`src/rtl/usb_ulpi_state_machine.sv`:
```
// ULPI link-side controller: filters PHY RX CMD bytes on receive and serialises a
// buffered packet (payload + CRC) onto the ULPI bus on transmit, all in the clk domain.
module usb_ulpi_state_machine #(
  parameter int DATA_BYTES = 64,
  parameter int CRC_BYTES  = 2
) (
  input  logic                                  clk,
  input  logic                                  rst,
  input  logic                                  ulpi_clk,
  input  logic                                  dir,
  input  logic                                  nxt,
  input  logic [7:0]                            data_in,
  input  logic                                  shift_out,
  input  logic [(DATA_BYTES+CRC_BYTES)*8-1:0]   internal_data_in,
  output logic [7:0]                            data_out,
  output logic                                  stp,
  output logic                                  new_byte,
  output logic [7:0]                            internal_data_out
);

  localparam int TOTAL = DATA_BYTES + CRC_BYTES;
  localparam int IDX_W = $clog2(TOTAL);
  localparam logic [IDX_W-1:0] LAST_IDX = IDX_W'(TOTAL - 1);

  typedef enum logic [1:0] {IDLE, RX_TURN, RX, TX} state_t;

  state_t           state_reg;
  logic             sync1_reg;
  logic             sync2_reg;
  logic             prev_reg;
  logic             tick;
  logic             load;
  logic [IDX_W-1:0] idx_reg;
  logic             stp_reg;
  logic             new_byte_reg;
  logic [7:0]       rx_byte_reg;
  logic [7:0]       in_bytes [TOTAL];
  logic [7:0]       pkt_reg  [TOTAL];

  // ulpi_clk is only data here; a rising edge becomes a single-cycle tick.
  always_ff @(posedge clk) begin
    if (rst) begin
      sync1_reg <= 1'b0;
      sync2_reg <= 1'b0;
      prev_reg  <= 1'b0;
    end else begin
      sync1_reg <= ulpi_clk;
      sync2_reg <= sync1_reg;
      prev_reg  <= sync2_reg;
    end
  end

  assign tick = sync2_reg & ~prev_reg;

  // An RX turnaround in IDLE takes priority over a transmit request.
  assign load = (state_reg == IDLE) && !(tick && dir) && shift_out;

  generate
    for (genvar gi = 0; gi < TOTAL; gi++) begin : g_pkt
      assign in_bytes[gi] = internal_data_in[gi*8 +: 8];

      always_ff @(posedge clk) begin
        if (load) begin
          pkt_reg[gi] <= in_bytes[gi];
        end
      end
    end
  endgenerate

  always_ff @(posedge clk) begin
    if (rst) begin
      state_reg    <= IDLE;
      idx_reg      <= '0;
      stp_reg      <= 1'b0;
      new_byte_reg <= 1'b0;
      rx_byte_reg  <= 8'h00;
    end else begin
      case (state_reg)
        IDLE: begin
          new_byte_reg <= 1'b0;
          stp_reg      <= 1'b0;
          if (tick && dir) begin
            state_reg <= RX_TURN;
          end else if (load) begin
            idx_reg   <= '0;
            state_reg <= TX;
          end
        end

        RX_TURN: begin
          new_byte_reg <= 1'b0;
          if (tick) begin
            state_reg <= dir ? RX : IDLE;
          end
        end

        RX: begin
          if (tick) begin
            if (!dir) begin
              new_byte_reg <= 1'b0;
              state_reg    <= IDLE;
            end else if (nxt) begin
              rx_byte_reg  <= data_in;
              new_byte_reg <= 1'b1;
            end else begin
              new_byte_reg <= 1'b0;
            end
          end
        end

        TX: begin
          new_byte_reg <= 1'b0;
          if (tick) begin
            if (dir) begin
              stp_reg   <= 1'b0;
              idx_reg   <= '0;
              state_reg <= RX_TURN;
            end else if (stp_reg) begin
              stp_reg   <= 1'b0;
              idx_reg   <= '0;
              state_reg <= IDLE;
            end else if (!shift_out) begin
              // The last byte stays on the bus for a full tick before stp.
              if (idx_reg == LAST_IDX) begin
                stp_reg <= 1'b1;
              end else begin
                idx_reg <= idx_reg + 1'b1;
              end
            end
          end
        end

        default: state_reg <= IDLE;
      endcase
    end
  end

  assign data_out          = (state_reg == TX && !stp_reg) ? pkt_reg[idx_reg] : 8'h00;
  assign stp               = stp_reg;
  assign new_byte          = new_byte_reg;
  assign internal_data_out = rx_byte_reg;

endmodule

```
`config.mk`:
```
export PLATFORM = sky130hd
export DESIGN_NAME = usb_ulpi_state_machine
export DESIGN_NICKNAME = d
export VERILOG_FILES = /design/src/rtl/usb_ulpi_state_machine.sv
export SDC_FILE = /design/constraint.sdc
export NUM_CORES = 1
export LEC_CHECK = 0
export CAP_MARGIN = 20
export CORE_AREA = 2 2 218 220
export DETAILED_ROUTE_END_ITERATION = 12
export DIE_AREA = 0 0 220 222
export PLACE_DENSITY = 0.75
export SYNTH_ARGS = -nofsm -noshare
export SYNTH_HDL_FRONTEND = slang
export SYNTH_SLANG_ARGS = --single-unit
export TNS_END_PERCENT = 50
```
`constraint.sdc`:
```
create_clock -name clk -period 39.2 [get_ports clk]
set_input_delay 7.84 -clock clk [delete_from_list [all_inputs] [get_ports clk]]
set_output_delay 7.84 -clock clk [all_outputs]
set_load 0.02 [all_outputs]
```
==> flow_metrics.env, run 1 <==
export IMPL_status="completed"
export IMPL_synth_largest_area_cell="edfxtp_1"
export IMPL_hold_viol=0
export IMPL_synth_async_reset_ratio_pct=0
export IMPL_dr_first_iter_drc_count=1156
export IMPL_route_detailed_drc=0
export IMPL_htreeDepth=2
export IMPL_cts_resized=0
export IMPL_crit_arrival_ns=4.77
export IMPL_highest_layer="met5"
export IMPL_grt_usage_pct=24.8
export IMPL_netlist_instances=1048
export IMPL_period_share_pct=32.2
export IMPL_p_leak_nw=9.61
export IMPL_hp_class="flip-flop to flip-flop"
export IMPL_postCtsHoldBufs=0
export IMPL_yosys_top_cells_area="edfxtp_1 (73%), mux4_2 (10%), mux2i_1 (5.2%)"
export IMPL_fillerInstances=3156
export IMPL_cp_end_kind="primary output"
export IMPL_first_pass_iters=5
export IMPL_syn_nets=1597
export IMPL_layout_min_cycle_time_ns=12.61
export IMPL_grt_setup_unrepaired="false"
export IMPL_rows=79
export IMPL_clk_pin_slew_ns=0.06
export IMPL_avgRoutedWirePerCell_um=26.8
export IMPL_final_cell_area_um2=29500
export IMPL_start_util_pct=46.7
export IMPL_slew_violations=0
export IMPL_fin_nets=2178
export IMPL_relSlewSlack_pct=27.2
export IMPL_grt_pass1_wl_mm=86.5
export IMPL_met1_length_mm=23.2
export IMPL_grt_max_degree=98
export IMPL_area_growth_pct=36.8
export IMPL_ant_nets=0
export IMPL_cp_start_kind="flip-flop"
export IMPL_die_w_um=220
export IMPL_drive_gt1_share_pct=11.4
export IMPL_postCtsSetupRepairBufs=0
export IMPL_cts_tree="built"
export IMPL_fin_skew_ns=0.0221
export IMPL_avgSynthCellArea_um2=20.6
export IMPL_synthDistinctLibCells=42
export IMPL_worst_endpoint_required_ns=31.36
export IMPL_worst_slew_pin_slew_ns=1.09
export IMPL_die_area_um2=48800
export IMPL_overflow=0
export IMPL_gp_congestion=0.842
export IMPL_met3_length_mm=5.61
export IMPL_die_h_um=222
export IMPL_ir_drop_uv=48.0
export IMPL_critPathMaxFanout=45
export IMPL_synth_enable_flop_cells=528
export IMPL_final_setup_viol_count=0
export IMPL_yosys_warnings=0
export IMPL_routed_via_density=5.53
export IMPL_dp_hpwl_mm=45.2
export IMPL_core_area_um2=46300
export IMPL_cts_root_buf="clkbuf_16"
export IMPL_placed_area_um2=27800
export IMPL_routed_wl_met2_mm=30.8
export IMPL_numCtsBuffers=56
export IMPL_totalWireLength_mm=61.2
export IMPL_clock_latency_ns=0.60
export IMPL_ctsLongestPathBuffers=3
export IMPL_cap_violations=0
export IMPL_synth_top_area_share_pct=73.4
export IMPL_synthFlopType="edfxtp_1"
export IMPL_powerDensity_nw_per_um2=57.8
export IMPL_synth_seq_cells=557
export IMPL_syn_area_um2=21600
export IMPL_antenna_found_initial=18
export IMPL_clock_fmax_mhz=79.3
export IMPL_cts_sinks=557
export IMPL_synth_seq_area_share_pct=76.1
export IMPL_tns_ns=0
export IMPL_ioPinCount=560
export IMPL_path_class="flip-flop to primary output"
export IMPL_port_buffers=559
export IMPL_grt_pass1_vias=13319
export IMPL_vias=12609
export IMPL_largest_reg_flops=528
## cells in the mapped netlist, types with 2 or more instances
cell type and count:
a221oi_1 8, mux4_1 8, a21oi_1 28, nand2b_1 10, a22oi_1 40, nor3_1 3
or3_1 2, a211oi_1 6, nand3_1 10, nor2_1 33, a311oi_1 2, nand2_1 15
edfxtp_1 528, nor2b_1 8, mux4_2 96, nand4_1 10, buf_1 3, xnor2_1 4
inv_1 8, o21ai_1 8, buf_4 9, buf_6 5, buf_2 21, dfxtp_1 29
ha_1 7, clkbuf_1 14, and3_1 3, a31oi_1 4, mux2i_1 113
## power by group
| part | total, mW | switching, mW | internal (mW) |
|---|---|---|---|
| logic | 0.375 | 0.197 | 0.178 |
| clock network | 0.494 | 0.217 | 0.277 |
| registers | 0.839 | 0.0412 | 0.798 |
| total | 1.71 | 0.455 | 1.25 |
## per-layer routing
metal / vias to the layer above / global-route usage [%]
li1: 5517 / -
met1: 6387 / 31.0
met2: 558 / 42.2
met3: 117 / 7.24
met4: 30 / 6.84
met5: - / 0
## layout make-up
cell class | count | area (um2) | share of cell area (%)
Multi-Input combinational cell | 430 | 4830 | 16.4
Clock inverter | 28 | 180 | 0.610
Antenna cell | 6 | 15.0 | 0.0508
Clock buffer | 70 | 1480 | 4.99
Sequential cell | 557 | 16400 | 55.7
Timing Repair Buffer | 576 | 5800 | 19.6
Tap cell | 607 | 759 | 2.57
Inverter | 8 | 30.0 | 0.102
## logic make-up after synthesis
logic type	synth area share (%)
compound gates	3.34
flops	76.1
simple gates	2.22
fa+ha+maj	0.406
buf+inv	1.53
mux	16.2
xor+xnor	0.162
## placed cells by master (no fill, tap or decap), drive strengths merged, types with 2 or more instances in the layout
cell type	Yosys	routed
a311oi	2	2
edfxtp	528	528
a22oi	40	40
ha	7	7
nand2b	10	10
nor2	33	33
dfxtp	29	29
clkinv	0	25
clkbuf	15	70
nand2	15	15
o21ai	9	9
nand4	10	10
nand3	10	10
buf	38	17
nor3	3	3
mux4	104	104
a21oi	29	29
a31oi	4	4
diode	0	6
xnor2	4	4
mux2i	113	113
a221oi	8	8
clkdlybuf4s50	0	559
bufinv	0	2
or3	2	2
and3	3	3
nor2b	8	8
inv	8	9
a211oi	6	6
## path summary, 6_finish.rpt
path	from	to	slack, ns	cells after the start
worst min register to register	sync1_reg$_SDFF_PP0_	sync2_reg$_SDFF_PP0_	0.44	1
worst max register to register	state_reg[0]$_SDFFE_PP0P_	pkt_reg[21][1]$_DFFE_PP_	35.66	6
worst max-delay path	flip-flop	data_out[6]	26.59	8
worst min-delay path	sync1_reg$_SDFF_PP0_	sync2_reg$_SDFF_PP0_	0.44	1
## worst max-delay path, cell delays in order (launching register included)
cell	delay, ns
dfxtp_4	0.68
buf_4	0.78
buf_4	0.63
mux4_2	0.59
mux2i_1	0.23
a221oi_1	0.11
o21ai_1	0.26
nand3_1	0.20
clkdlybuf4s50_1	0.63
## through the flow
step / power [mW] / hold WS, ns / worst slack [ns] / utilization, % / cells
3_3_place_gp: 1.21 / 0.437 / 27.08 / 60.0 / 2174
3_5_place_dp: 1.22 / 0.441 / 27.01 / 60.0 / 2174
6_report: 1.71 / 0.444 / 26.59 / 63.9 / 2282
4_1_cts: 1.71 / 0.456 / 26.39 / 63.6 / 2272
5_1_grt: 1.77 / 0.464 / 26.20 / 63.8 / 2278
2_1_floorplan: 1.16 / 0.414 / 18.27 / - / 1048
Power figures use the tool's default switching activity.
==> inputs of run 2 (changes only) <==
--- a/config.mk
+++ b/config.mk
@@ -6,10 +6,10 @@
 export NUM_CORES = 1
 export LEC_CHECK = 0
 export CAP_MARGIN = 20
-export CORE_AREA = 2 2 218 220
+export CORE_MARGIN = 2
+export CORE_UTILIZATION = 44
 export DETAILED_ROUTE_END_ITERATION = 12
-export DIE_AREA = 0 0 220 222
-export PLACE_DENSITY = 0.75
+export PLACE_DENSITY = 0.74
 export SYNTH_ARGS = -nofsm -noshare
 export SYNTH_HDL_FRONTEND = slang
 export SYNTH_SLANG_ARGS = --single-unit
==> constraint.sdc (replaced) <==
create_clock -name clk -period 11.1 [get_ports clk]
set_input_delay 2.22 -clock clk [delete_from_list [all_inputs] [get_ports clk]]
set_output_delay 2.22 -clock clk [all_outputs]
set_load 0.02 [all_outputs]
==> flow_metrics.env, run 2 (same netlist as run 1, synthesis figures left out) <==
export IMPL_worst_slew_pin_slew_ns=1.10
export IMPL_critPathMaxFanout=100
export IMPL_grt_usage_pct=23.3
export IMPL_grt_pass1_wl_mm=83.7
export IMPL_cp_start_kind="flip-flop"
export IMPL_clk_pin_slew_ns=0.06
export IMPL_critPathMaxStageDelay_ns=0.97
export IMPL_port_buffers=559
export IMPL_vias=12389
export IMPL_die_h_um=226
export IMPL_start_util_pct=44.4
export IMPL_cts_tree="built"
export IMPL_reg2reg_depth=5
export IMPL_dpl_cell_count=2188
export IMPL_final_cells=2306
export IMPL_holdWs_ns=0.445
export IMPL_grt_max_degree=182
export IMPL_clock_fmax_mhz=149
export IMPL_worstHoldPathCells=1
export IMPL_fillerInstances=3522
export IMPL_fin_nets=2172
export IMPL_drive_gt1_share_pct=11.4
export IMPL_dp_hpwl_mm=44.0
export IMPL_fin_ws_ns=4.37
export IMPL_htreeDepth=2
export IMPL_r2r_start="state_reg[0]$_SDFFE_PP0P_"
export IMPL_cts_resized=0
export IMPL_ant_nets=0
export IMPL_cts_root_buf="clkbuf_16"
export IMPL_ctsLongestPathBuffers=3
export IMPL_overflow=0
export IMPL_path_depth=8
export IMPL_path_cells="buf_12 > mux2i_1 > a22oi_1 > a21oi_1 > nor2_1 > nand4_1 > nand3_1 > clkdlybuf4s50_1"
export IMPL_hold_viol=0
export IMPL_cp_end_kind="primary output"
export IMPL_cts_sinks=557
export IMPL_layout_min_cycle_time_ns=6.73
export IMPL_final_setup_viol_count=0
export IMPL_status="completed"
export IMPL_crit_family="buffers and inverters"
export IMPL_dr_first_iter_drc_count=910
export IMPL_antenna_found_initial=27
export IMPL_routed_via_density=5.37
export IMPL_hp_class="flip-flop to flip-flop"
export IMPL_first_pass_iters=5
export IMPL_postCtsHoldBufs=0
export IMPL_avgRoutedWirePerCell_um=26.1
export IMPL_most_common_layout_cells="clkdlybuf4s50_1 (559), edfxtp_1 (528), mux2i_1 (113)"
export IMPL_crit_arrival_ns=4.51
export IMPL_postCtsSetupRepairBufs=0
export IMPL_grt_pass1_vias=13117
export IMPL_relSlewSlack_pct=27.0
export IMPL_crit_buf_inv=2
export IMPL_gp_congestion=0.810
export IMPL_powerDensity_nw_per_um2=206
export IMPL_worst_endpoint_required_ns=8.88
export IMPL_route_detailed_drc=0
export IMPL_die_area_um2=50900
export IMPL_core_area_um2=48600
export IMPL_p_leak_nw=9.61
export IMPL_final_cell_area_um2=29600
export IMPL_tns_ns=0
export IMPL_cap_violations=0
export IMPL_numCtsBuffers=55
export IMPL_totalWireLength_mm=60.1
export IMPL_grt_setup_unrepaired="false"
export IMPL_r2r_end="pkt_reg[8][2]$_DFFE_PP_"
export IMPL_endpoint="data_out[2]"
export IMPL_die_w_um=226
export IMPL_critPathSlowestCell="dfxtp_4"
export IMPL_period_share_pct=60.6
export IMPL_ioPinCount=560
export IMPL_placed_area_um2=27800
export IMPL_rows=81
export IMPL_path_class="flip-flop to primary output"
export IMPL_largest_reg_flops=528
export IMPL_fin_skew_ns=0.0192
export IMPL_ir_drop_uv=155
export IMPL_slew_violations=0
export IMPL_pre_cts_ws_ns=4.86
export IMPL_clock_latency_ns=0.61
export IMPL_area_growth_pct=37.1
export IMPL_final_common_cell="clkdlybuf4s50_1"
export IMPL_ff2ff_setup_slack_ns=7.45
==> run 2: power breakdown <==
group	leakage (nW)	internal, mW	total [mW]	switching (mW)
combinational	3.54	0.608	1.27	0.660
clock	0.853	1.06	1.83	0.765
sequential	5.22	2.83	2.99	0.165
total	9.61	4.49	6.08	1.59
==> run 2: layout make-up <==
cell class	instances	area, um2	area share (%)
Timing Repair Buffer	571	5730	19.3
Inverter	8	30.0	0.101
Antenna cell	17	42.5	0.144
Sequential cell	557	16400	55.6
Clock inverter	25	278	0.938
Tap cell	622	778	2.63
Clock buffer	76	1470	4.95
Multi-Input combinational cell	430	4840	16.3
==> run 2: through the flow <==
step / power, mW / utilization, %
after floorplan: 3.94 / -
after global placement: 4.26 / 57.1
after detailed placement: 4.32 / 57.2
after CTS: 6.14 / 60.8
after global routing: 6.33 / 60.8
final: 6.08 / 60.9
==> run 2: worst min path at each step <==
| stage | from | endpoint | slack, ns |
|---|---|---|---|
| floorplan | sync1_reg$_SDFF_PP0_ | sync2_reg$_SDFF_PP0_ | 0.41 |
| global route | sync1_reg$_SDFF_PP0_ | sync2_reg$_SDFF_PP0_ | 0.46 |
| CTS | sync1_reg$_SDFF_PP0_ | sync2_reg$_SDFF_PP0_ | 0.45 |
| finish | sync1_reg$_SDFF_PP0_ | sync2_reg$_SDFF_PP0_ | 0.44 |
| global placement | sync1_reg$_SDFF_PP0_ | sync2_reg$_SDFF_PP0_ | 0.42 |
| detailed placement | sync1_reg$_SDFF_PP0_ | sync2_reg$_SDFF_PP0_ | 0.43 |
==> run 2: metal layers <==
| metal | part of all wire, % | wire, um | global-route usage [%] |
|---|---|---|---|
| met1 | 38 | 22600 | 28.2 |
| met2 | 50 | 30100 | 39.3 |
| met3 | 8.8 | 5300 | 6.64 |
| met4 | 3.3 | 2010 | 9.57 |
| met5 | 0.19 | 115 | 0 |
